<file path="src/rtl/chan_arb_pkg.sv">
// Shared types, constants and helpers for the channel arbiter and its round-robin picker.
package chan_arb_pkg;

  localparam int DATA_W = 8;
  localparam int CHAN_W = 2;
  localparam logic [CHAN_W-1:0] CHAN_INVALID = 2'd3;

  localparam logic [0:0] ST_EMPTY = 1'b0;
  localparam logic [0:0] ST_FULL  = 1'b1;

  typedef struct packed {
    logic [DATA_W-1:0] data;
    logic [CHAN_W-1:0] channel;
  } chan_txn_t;

  function automatic int rr_next(input int ptr, input int n);
    int nxt_s;
    if (ptr + 32'sd1 >= n) begin
      nxt_s = 32'sd0;
    end else begin
      nxt_s = ptr + 32'sd1;
    end
    return nxt_s;
  endfunction

endpackage

</file>
<file path="src/rtl/chan_arbiter_checker.sv">
// Protocol checks for the arbiter: requester hold rules, grant legality, output hold under backpressure.
module chan_arbiter_checker
  import chan_arb_pkg::*;
#(
  parameter int N_REQ = 4
) (
  input logic                      clk,
  input logic                      rst,
  input logic [N_REQ*DATA_W-1:0]   req_data,
  input logic [N_REQ*CHAN_W-1:0]   req_channel,
  input logic [N_REQ-1:0]          req_valid,
  input logic [N_REQ-1:0]          req_ready,
  input logic [DATA_W-1:0]         out_data,
  input logic [CHAN_W-1:0]         out_channel,
  input logic                      out_valid,
  input logic                      out_ready
);

  genvar gi;
  for (gi = 0; gi < N_REQ; gi++) begin : g_req
    a_req_hold: assert property (@(posedge clk) disable iff (rst)
      (req_valid[gi] && !req_ready[gi]) |=>
        (req_valid[gi] && $stable(req_data[gi*DATA_W +: DATA_W]) &&
         $stable(req_channel[gi*CHAN_W +: CHAN_W])));
  end

  a_grant_legal: assert property (@(posedge clk) disable iff (rst)
    $onehot0(req_ready) && ((req_ready & ~req_valid) == {N_REQ{1'b0}}));

  a_out_hold: assert property (@(posedge clk) disable iff (rst)
    (out_valid && !out_ready) |=>
      (out_valid && $stable(out_data) && $stable(out_channel)));

endmodule

</file>
<file path="src/rtl/chan_arbiter_rr_picker.sv">
// Combinational round-robin picker: first valid requester at or after rr_ptr, wrapping.
module rr_picker #(
  parameter int N_REQ = 4,
  parameter int IDX_W = (N_REQ > 1) ? $clog2(N_REQ) : 1
) (
  input  logic [N_REQ-1:0] req_valid,
  input  logic [IDX_W-1:0] rr_ptr,
  output logic [IDX_W-1:0] winner,
  output logic             any_valid
);

  // Scan from the farthest slot back to rr_ptr so the nearest valid slot is written last.
  always_comb begin
    int sum_s;
    logic [IDX_W-1:0] idx_s;
    winner    = {IDX_W{1'b0}};
    any_valid = |req_valid;
    sum_s     = 32'sd0;
    idx_s     = {IDX_W{1'b0}};
    for (int k = N_REQ - 1; k >= 0; k--) begin
      sum_s = int'(rr_ptr) + k;
      if (sum_s >= N_REQ) begin
        sum_s = sum_s - N_REQ;
      end else begin
        sum_s = sum_s;
      end
      idx_s = IDX_W'(sum_s);
      if (req_valid[idx_s]) begin
        winner = idx_s;
      end else begin
        winner = winner;
      end
    end
  end

endmodule

</file>
<file path="src/rtl/chan_arbiter.sv">
// Round-robin arbiter sharing one registered data/channel/valid/ready output among N_REQ drivers.
// Optional: CHAN_ARB_INVALID_DROP_EN consumes channel-3 transactions without forwarding them.
module chan_arbiter
  import chan_arb_pkg::*;
#(
  parameter int N_REQ = 4,
  parameter int CNT_W = 16,
  localparam int IDX_W = (N_REQ > 1) ? $clog2(N_REQ) : 1
) (
  input  logic                    clk,
  input  logic                    rst,
  input  logic [N_REQ*8-1:0]      req_data,
  input  logic [N_REQ*2-1:0]      req_channel,
  input  logic [N_REQ-1:0]        req_valid,
  output logic [N_REQ-1:0]        req_ready,
  output logic [7:0]              out_data,
  output logic [1:0]              out_channel,
  output logic                    out_valid,
  input  logic                    out_ready,
  output logic [$clog2(N_REQ)-1:0] grant_id,
`ifdef CHAN_ARB_INVALID_DROP_EN
  output logic [CNT_W-1:0]        drop_cnt,
`endif
  output logic [CNT_W-1:0]        xfer_cnt
);

  logic [0:0]       state_r;
  logic [IDX_W-1:0] rr_ptr_r;
  logic [IDX_W-1:0] grant_r;
  chan_txn_t        out_txn_r;
  logic [CNT_W-1:0] xfer_cnt_r;
  logic [IDX_W-1:0] winner_s;
  logic             any_valid_s;
  logic             load_en_s;
  logic             accept_s;
  logic             consume_s;
  logic             drop_s;
  chan_txn_t        win_txn_s;

  rr_picker #(.N_REQ(N_REQ), .IDX_W(IDX_W)) u_picker (
    .req_valid (req_valid),
    .rr_ptr    (rr_ptr_r),
    .winner    (winner_s),
    .any_valid (any_valid_s)
  );

  // Grant generation and winner field mux; nothing is granted while in reset.
  always_comb begin
    load_en_s = (state_r == ST_EMPTY) | out_ready;
    accept_s  = load_en_s & any_valid_s & ~rst;
    consume_s = (state_r == ST_FULL) & out_ready;
    req_ready = {N_REQ{1'b0}};
    win_txn_s = {(DATA_W + CHAN_W){1'b0}};
    for (int i = 0; i < N_REQ; i++) begin
      req_ready[i] = accept_s & (winner_s == IDX_W'(i));
      if (winner_s == IDX_W'(i)) begin
        win_txn_s.data    = req_data[i*DATA_W +: DATA_W];
        win_txn_s.channel = req_channel[i*CHAN_W +: CHAN_W];
      end else begin
        win_txn_s = win_txn_s;
      end
    end
`ifdef CHAN_ARB_INVALID_DROP_EN
    drop_s = accept_s & (win_txn_s.channel == CHAN_INVALID);
`else
    drop_s = 1'b0;
`endif
  end

  // Output stage: load on a forwarded accept, otherwise drain when consumed; fields hold when empty.
  always_ff @(posedge clk or posedge rst) begin
    if (rst) begin
      state_r   <= ST_EMPTY;
      out_txn_r <= {(DATA_W + CHAN_W){1'b0}};
      grant_r   <= {IDX_W{1'b0}};
    end else if (accept_s && !drop_s) begin
      state_r   <= ST_FULL;
      out_txn_r <= win_txn_s;
      grant_r   <= winner_s;
    end else if (consume_s) begin
      state_r   <= ST_EMPTY;
    end else begin
      state_r   <= state_r;
    end
  end

  // Round-robin pointer advances past every accepted requester, dropped or not.
  always_ff @(posedge clk or posedge rst) begin
    if (rst) begin
      rr_ptr_r <= {IDX_W{1'b0}};
    end else if (accept_s) begin
      rr_ptr_r <= IDX_W'(rr_next(int'(winner_s), N_REQ));
    end else begin
      rr_ptr_r <= rr_ptr_r;
    end
  end

  // Completed-transfer counter, wrapping.
  always_ff @(posedge clk or posedge rst) begin
    if (rst) begin
      xfer_cnt_r <= {CNT_W{1'b0}};
    end else if (consume_s) begin
      xfer_cnt_r <= xfer_cnt_r + {{(CNT_W-1){1'b0}}, 1'b1};
    end else begin
      xfer_cnt_r <= xfer_cnt_r;
    end
  end

`ifdef CHAN_ARB_INVALID_DROP_EN
  logic [CNT_W-1:0] drop_cnt_r;

  // Dropped-transaction counter, wrapping.
  always_ff @(posedge clk or posedge rst) begin
    if (rst) begin
      drop_cnt_r <= {CNT_W{1'b0}};
    end else if (drop_s) begin
      drop_cnt_r <= drop_cnt_r + {{(CNT_W-1){1'b0}}, 1'b1};
    end else begin
      drop_cnt_r <= drop_cnt_r;
    end
  end

  assign drop_cnt = drop_cnt_r;
`endif

  assign out_valid   = (state_r == ST_FULL);
  assign out_data    = out_txn_r.data;
  assign out_channel = out_txn_r.channel;
  assign grant_id    = grant_r;
  assign xfer_cnt    = xfer_cnt_r;

  chan_arbiter_checker #(.N_REQ(N_REQ)) u_checker (
    .clk         (clk),
    .rst         (rst),
    .req_data    (req_data),
    .req_channel (req_channel),
    .req_valid   (req_valid),
    .req_ready   (req_ready),
    .out_data    (out_data),
    .out_channel (out_channel),
    .out_valid   (out_valid),
    .out_ready   (out_ready)
  );

endmodule

</file>
<file path="config.mk">
export PLATFORM = sky130hd
export DESIGN_NAME = chan_arbiter
export DESIGN_NICKNAME = d
export VERILOG_FILES = /design/src/rtl/chan_arb_pkg.sv /design/src/rtl/chan_arbiter_checker.sv /design/src/rtl/chan_arbiter_rr_picker.sv /design/src/rtl/chan_arbiter.sv
export SDC_FILE = /design/constraint.sdc
export NUM_CORES = 1
export LEC_CHECK = 0
export BUFFER_PORTS_ARGS = -buffer_cell sky130_fd_sc_hd__buf_2
export CORE_MARGIN = 1.5
export CORE_UTILIZATION = 30
export DETAILED_ROUTE_END_ITERATION = 12
export GPL_TIMING_DRIVEN = 1
export SLEW_MARGIN = 20
export SYNTH_ARGS = -nofsm -noshare
export SYNTH_HDL_FRONTEND = slang
export SYNTH_SLANG_ARGS = --single-unit
</file>
<file path="constraint.sdc">
create_clock -name clk -period 1.8 [get_ports clk]
set_input_delay 0.27 -clock clk [delete_from_list [all_inputs] [get_ports clk]]
set_output_delay 0.27 -clock clk [all_outputs]
set_load 0.01 [all_outputs]
</file>
# Word level (Yosys, flattened, before mapping)
# Cells that the tools add are included.
# totals
out_inout_bits,33
wordCells,63
input_bits,47
register_bits,31
# classes
muxes,23
bitwise,10
n_addsub,9
reduce_logical,3
magnitude_cmp,9
eq_ne,3
# op_table
cell,count
$mux 10,4
$mux 2,9
$add 16x1->16 const B,1
$ge 3x3->1 const B,4
$lt 2x3->1 const B,4
$bmux 1 s2,4
$sub 2x1->2 const B,4
$and 1x1->1,7
$add 2x1->3 const B,2
$add 2x2->3 const B,2
$mux 1,6
$eq 2x2->1 const B,2
$reduce_or 4->1,1
$ge 2x3->1 const B,1
$eq 2x1->1 const B,1
$logic_not 2->1,1
$not 1->1,2
$reduce_bool 2->1,1
$or 1x1->1,1

# Logic depth before layout (Yosys ltp)
# depth
word_depth,14
depth_mapped,10
mapped_depth_nobuf,9

# Modules after synthesis
# Synthesis repeated with hierarchy kept, for this count alone.
# hier_totals
cells_unflattened,194
area_unflattened_um2,1747.9
# modules_own_cells
mod,cells_per_inst,instances,area_per_inst_um2,seq_area_each_um2
chan_arbiter,181,1,1670.4,775.7
rr_picker,13,1,77.6,0.0

# Least setup slack after synthesis
# OpenSTA, ideal clock, no wires.
# synth_timing
path_kind,register to register
startpoint,reg rr_ptr_r[1]
endpoint,reg out_txn_r (netlist bit out_channel[0])
path_slack_ns,-0.195
arrival_ns,1.871
path_buffers,1
setup_ns,0.124
t_required_ns,1.676
period_less_slack_ns,1.995
path_stages_with_launch,11
path_cell_list,dfrtp_1 mux2i_1 nor2_1 a311oi_2 inv_1 ha_1 buf_1 a21oi_1 o21ai_0 a22oi_1 a21oi_1
# synth_via
elab_chain_cells,14
elab_cells_between_ends,35
cone_classes,add/sub (7); order compare (4); eq/ne (3); mux (20); reduce/logical (1)
# synth_rtl
element,line_no,source
from (decl),chan_arbiter.sv:28,logic [IDX_W-1:0] rr_ptr_r;
from (signal assigned),chan_arbiter.sv:90,rr_ptr_r <= {IDX_W{1'b0}};
from (signal assigned),chan_arbiter.sv:92,"rr_ptr_r <= IDX_W'(rr_next(int'(winner_s), N_REQ));"
from (signal assigned),chan_arbiter.sv:94,rr_ptr_r <= rr_ptr_r;
$add 2x2->3,chan_arbiter_rr_picker.sv:21,sum_s = int'(rr_ptr) + k;
$ge 3x3->1 / $sub 2x1->2 (equally long branches),"chan_arbiter_rr_picker.sv:22, chan_arbiter_rr_picker.sv:23",
$mux 2,chan_arbiter_rr_picker.sv:22,if (sum_s >= N_REQ) begin
$bmux 1 s2,chan_arbiter_rr_picker.sv:28,if (req_valid[idx_s]) begin
$mux 1 (implied by the code),chan_arbiter_rr_picker.sv:28,
$mux 2 (3 in series),chan_arbiter_rr_picker.sv:28,
$mux 2 *,chan_arbiter_rr_picker.sv:28,
net u_picker.winner[0],chan_arbiter_rr_picker.sv:8,"output logic [IDX_W-1:0] winner,"
$logic_not 2->1,chan_arbiter.sv:56,if (winner_s == IDX_W'(i)) begin
$mux 10 (3 in series),chan_arbiter.sv:56,
$mux 10 *,chan_arbiter.sv:56,
to (signal assigned),chan_arbiter.sv:74,out_txn_r <= {(DATA_W + CHAN_W){1'b0}};
to (signal assigned),chan_arbiter.sv:78,out_txn_r <= win_txn_s;
to (decl),chan_arbiter.sv:30,chan_txn_t out_txn_r;
# The timed path passes the listed nets; every way through them passes the cells marked *. The select of a mux whose other input is x is not followed.
# A chain may end at the register's enable or synchronous reset.

# Worst setup path after layout
# layout_timing
startpoint,reg rr_ptr_r[1]
endpoint,out req_ready[3]
# layout_via
elab_chain_cells,11
elab_cells_between_ends,29
cone_classes,add/sub (7); order compare (4); eq/ne (1); mux (16); bitwise (1)
# layout_rtl
element,line_no,source
$add 2x2->3,chan_arbiter_rr_picker.sv:21,
$ge 3x3->1 / $sub 2x1->2 (equally long branches),"chan_arbiter_rr_picker.sv:22, chan_arbiter_rr_picker.sv:23",
$mux 2,chan_arbiter_rr_picker.sv:22,
$bmux 1 s2,chan_arbiter_rr_picker.sv:28,
$mux 1 (implied by the code),chan_arbiter_rr_picker.sv:28,
$mux 2 (3 in series),chan_arbiter_rr_picker.sv:28,
$mux 2 *,chan_arbiter_rr_picker.sv:28,
net u_picker.winner[0],chan_arbiter_rr_picker.sv:8,
$eq 2x2->1 *,chan_arbiter.sv:55,req_ready[i] = accept_s & (winner_s == IDX_W'(i));
$and 1x1->1 *,chan_arbiter.sv:55,
to (decl),chan_arbiter.sv:15,"output logic [N_REQ-1:0] req_ready,"
# Marked as above.

==> flow_metrics.tcl <==
set metrics [dict create \
    fin_ws_ns -0.2807 \
    grt_antenna_before_repair 0 \
    hold_viol_final 0 \
    rsz0062_at_grt "true" \
    start_util_pct 31.59 \
    coreArea_um2 5608 \
    stdcell_count 372 \
    cts_sinks 31 \
    syn_to_final_growth_pct 57.49 \
    clkSlewWorstSetupHoldPaths_ns 0.06 \
    grt_max_degree 32 \
    r2r-start "rr_ptr_r[1]" \
    ys_ff_latch 31 \
    final-max-slew-violation-count 0 \
    place.gp.congestion 0.8336 \
    final_common_cell "buf_2" \
    crit_arrival_ns 1.81 \
    hpwl_um 3374 \
    regToRegSetupSlack_ns -0.23 \
    irDropWorstVdd_mv 0.5905 \
    dr.pass1.iters 4 \
    cts_buffers 5 \
    ys_types 29 \
    synth-warning-count 0 \
    port_buffers 79 \
    post-place-ws_ns -0.2737 \
    required_ns 1.53 \
    vias_per_cell 4.825 \
    p_leak_nw 1.348 \
    dp_cells 355 \
    h-tree-depth 2 \
    critPathMaxFanout 4 \
    rows 27 \
    setup_viol 15 \
    cts.hold.buffers_added 0 \
    worstMarginPinSlew_ns 0.4680 \
    syn-instance-count 196 \
    power_mw 3.608 \
    cp-startpoint "rr_ptr_r[1]" \
    syn_avg_cell_area_um2 9.039 \
    drcViolationCount 0 \
    finClkSkew_ns 0.001688 \
    violations "setup timing" \
    ant_nets 0 \
    clockBufferDepth 2 \
    drive_gt1_share_pct 50.33 \
    whs_ns 0.1053 \
    cp-start-kind "register" \
    finalNetCount 353 \
    vias 1795 \
    fin_crit_ns 2.081 \
    slew_headroom_pct 68.77 \
    grt_pass1_wl_um 7527 \
    syn-num-nets 248 \
    critPathKind "reg2out" \
    cp-endpoint "req_ready[3]" \
    powerDensity_nw_per_um2 1293 \
    grt_pass1_vias 1611 \
    worstSkewPairLatency_ns 0.27 \
    root_buffer "clkbuf_8" \
    period_share_pct 115.6 \
    grt-ovfl-total 0 \
    synth_top_area_cell "dfrtp_1" \
    outcome "finished, violations left" \
    synthTopCellsByArea "dfrtp_1 (44%), a21oi_1 (9.3%), xnor2_1 (6.9%)" \
    io_pins 80 \
    drt_iter0_markers 39 \
    hp-class "in2async" \
    ff2ff_path_depth 11 \
    drv_cap 0 \
    netlist_area_um2 1772 \
    end_kind "output pin" \
    layout_common_cells "buf_2 (75), dfrtp_1 (31), a21oi_1 (19)" \
    fp.dieH_um 79.85 \
    grt_usage_pct 15.71 \
    rr_endpoint "out_data[7]" \
    totalWireLength_um 4994 \
    timing.fmax_mhz 480.6 \
    fp.dieArea_um2 6376 \
    die_w_um 79.85 \
    synth.yosys.seq_area_share_pct 43.79 \
    n_antenna_cell 0 \
    wl_per_cell_um 13.42 \
    cts_tree "yes" \
    final_util_pct 49.75 \
    synth_top_area_share_pct 43.79 \
]
-- power breakdown --
group	leakage [nW]	internal (mW)	switching (mW)	total (mW)
Clock	0.0371	0.257	0.236	0.493
Combinational	0.930	1.07	0.965	2.04
Sequential	0.381	0.901	0.178	1.08
Total	1.35	2.23	1.38	3.61
-- kinds of logic after synthesis --
| group | after synthesis | share of synthesized area (%) |
|---|---|---|
| DFF | 31 | 43.79 |
| adders and majority gates | 5 | 3.531 |
| buffers and inverters | 27 | 6.991 |
| xor gates and xnor gates | 15 | 7.415 |
| AOI/OAI and AO/OA | 58 | 18.71 |
| and+or+nand+nor | 55 | 15.82 |
| muxes | 5 | 3.743 |
-- critical path, stage by stage (launching register included) --
cell      delay (ns)
dfrtp_1         0.42
mux2i_1         0.20
nor2_1          0.07
a311oi_2        0.17
buf_4           0.19
buf_6           0.11
ha_4            0.13
and2_4          0.14
buf_6           0.09
-- worst min-delay path by stage --
stage | startpoint | end | cells past startpoint
global route | rst | xfer_cnt[3] | 3
global placement | rst | rr_ptr_r[1] | 3
detailed placement | rst | rr_ptr_r[1] | 3
finish | rst | xfer_cnt[2] | 3
floorplan | rst | grant_id[0] | 1
CTS | rst | rr_ptr_r[1] | 3
-- through the flow --
step	area [um^2]	TNS, ns
6_report	2790	-2.965
4_1_cts	2746	-2.623
3_3_place_gp	2371	-2.152
5_1_grt	2790	-4.315
3_5_place_dp	2371	-3.334
2_1_floorplan	1799	-1.579
-- synth_stat cells (all sizes together) --
cell	instances
nor3	1
a21oi	33
nor3b	1
buf	4
and3	2
dfrtp	31
nand3	2
or2b	2
mux2i	1
clkbuf	6
xnor2	14
a22oi	10
inv	17
nand4	9
o2bb2a	1
and4	1
and2	4
nand2b	1
xor2	1
o21ai	12
nor2	15
nor4	1
o22ai	1
ha	5
nand2	16
mux2	4
a311oi	1
-- metal layers --
metal	track usage, %	wire (um)	up-vias
met1	20.38	2208	836
met4	4.138	36	0
met3	4.800	332	4
met2	25.34	2416	67
li1	-	-	888
met5	0	0	-
-- registers in the layout, summed over array words and instances, names as in the netlist --
name         count
out_valid        1
rr_ptr_r         2
grant_id         2
xfer_cnt        16
out_channel      2
out_data         8
-- layout make-up --
class	instances	area, um^2
timing repair buffer	108	754.5
tap	72	90.09
sequential	31	775.7
multi-input combinational	138	1031
fill	530	2818
inverter	17	66.31
clock buffer	6	72.57
-- what timing repair did --
item                                   CTS  global route
resized for setup                       50            10
pin swaps                               18            13
cloned                                   3             0
endpoints found under the hold margin    0             0
setup endpoints to repair               16            15
setup buffers                            8             0
Power figures use the tool's default switching activity.
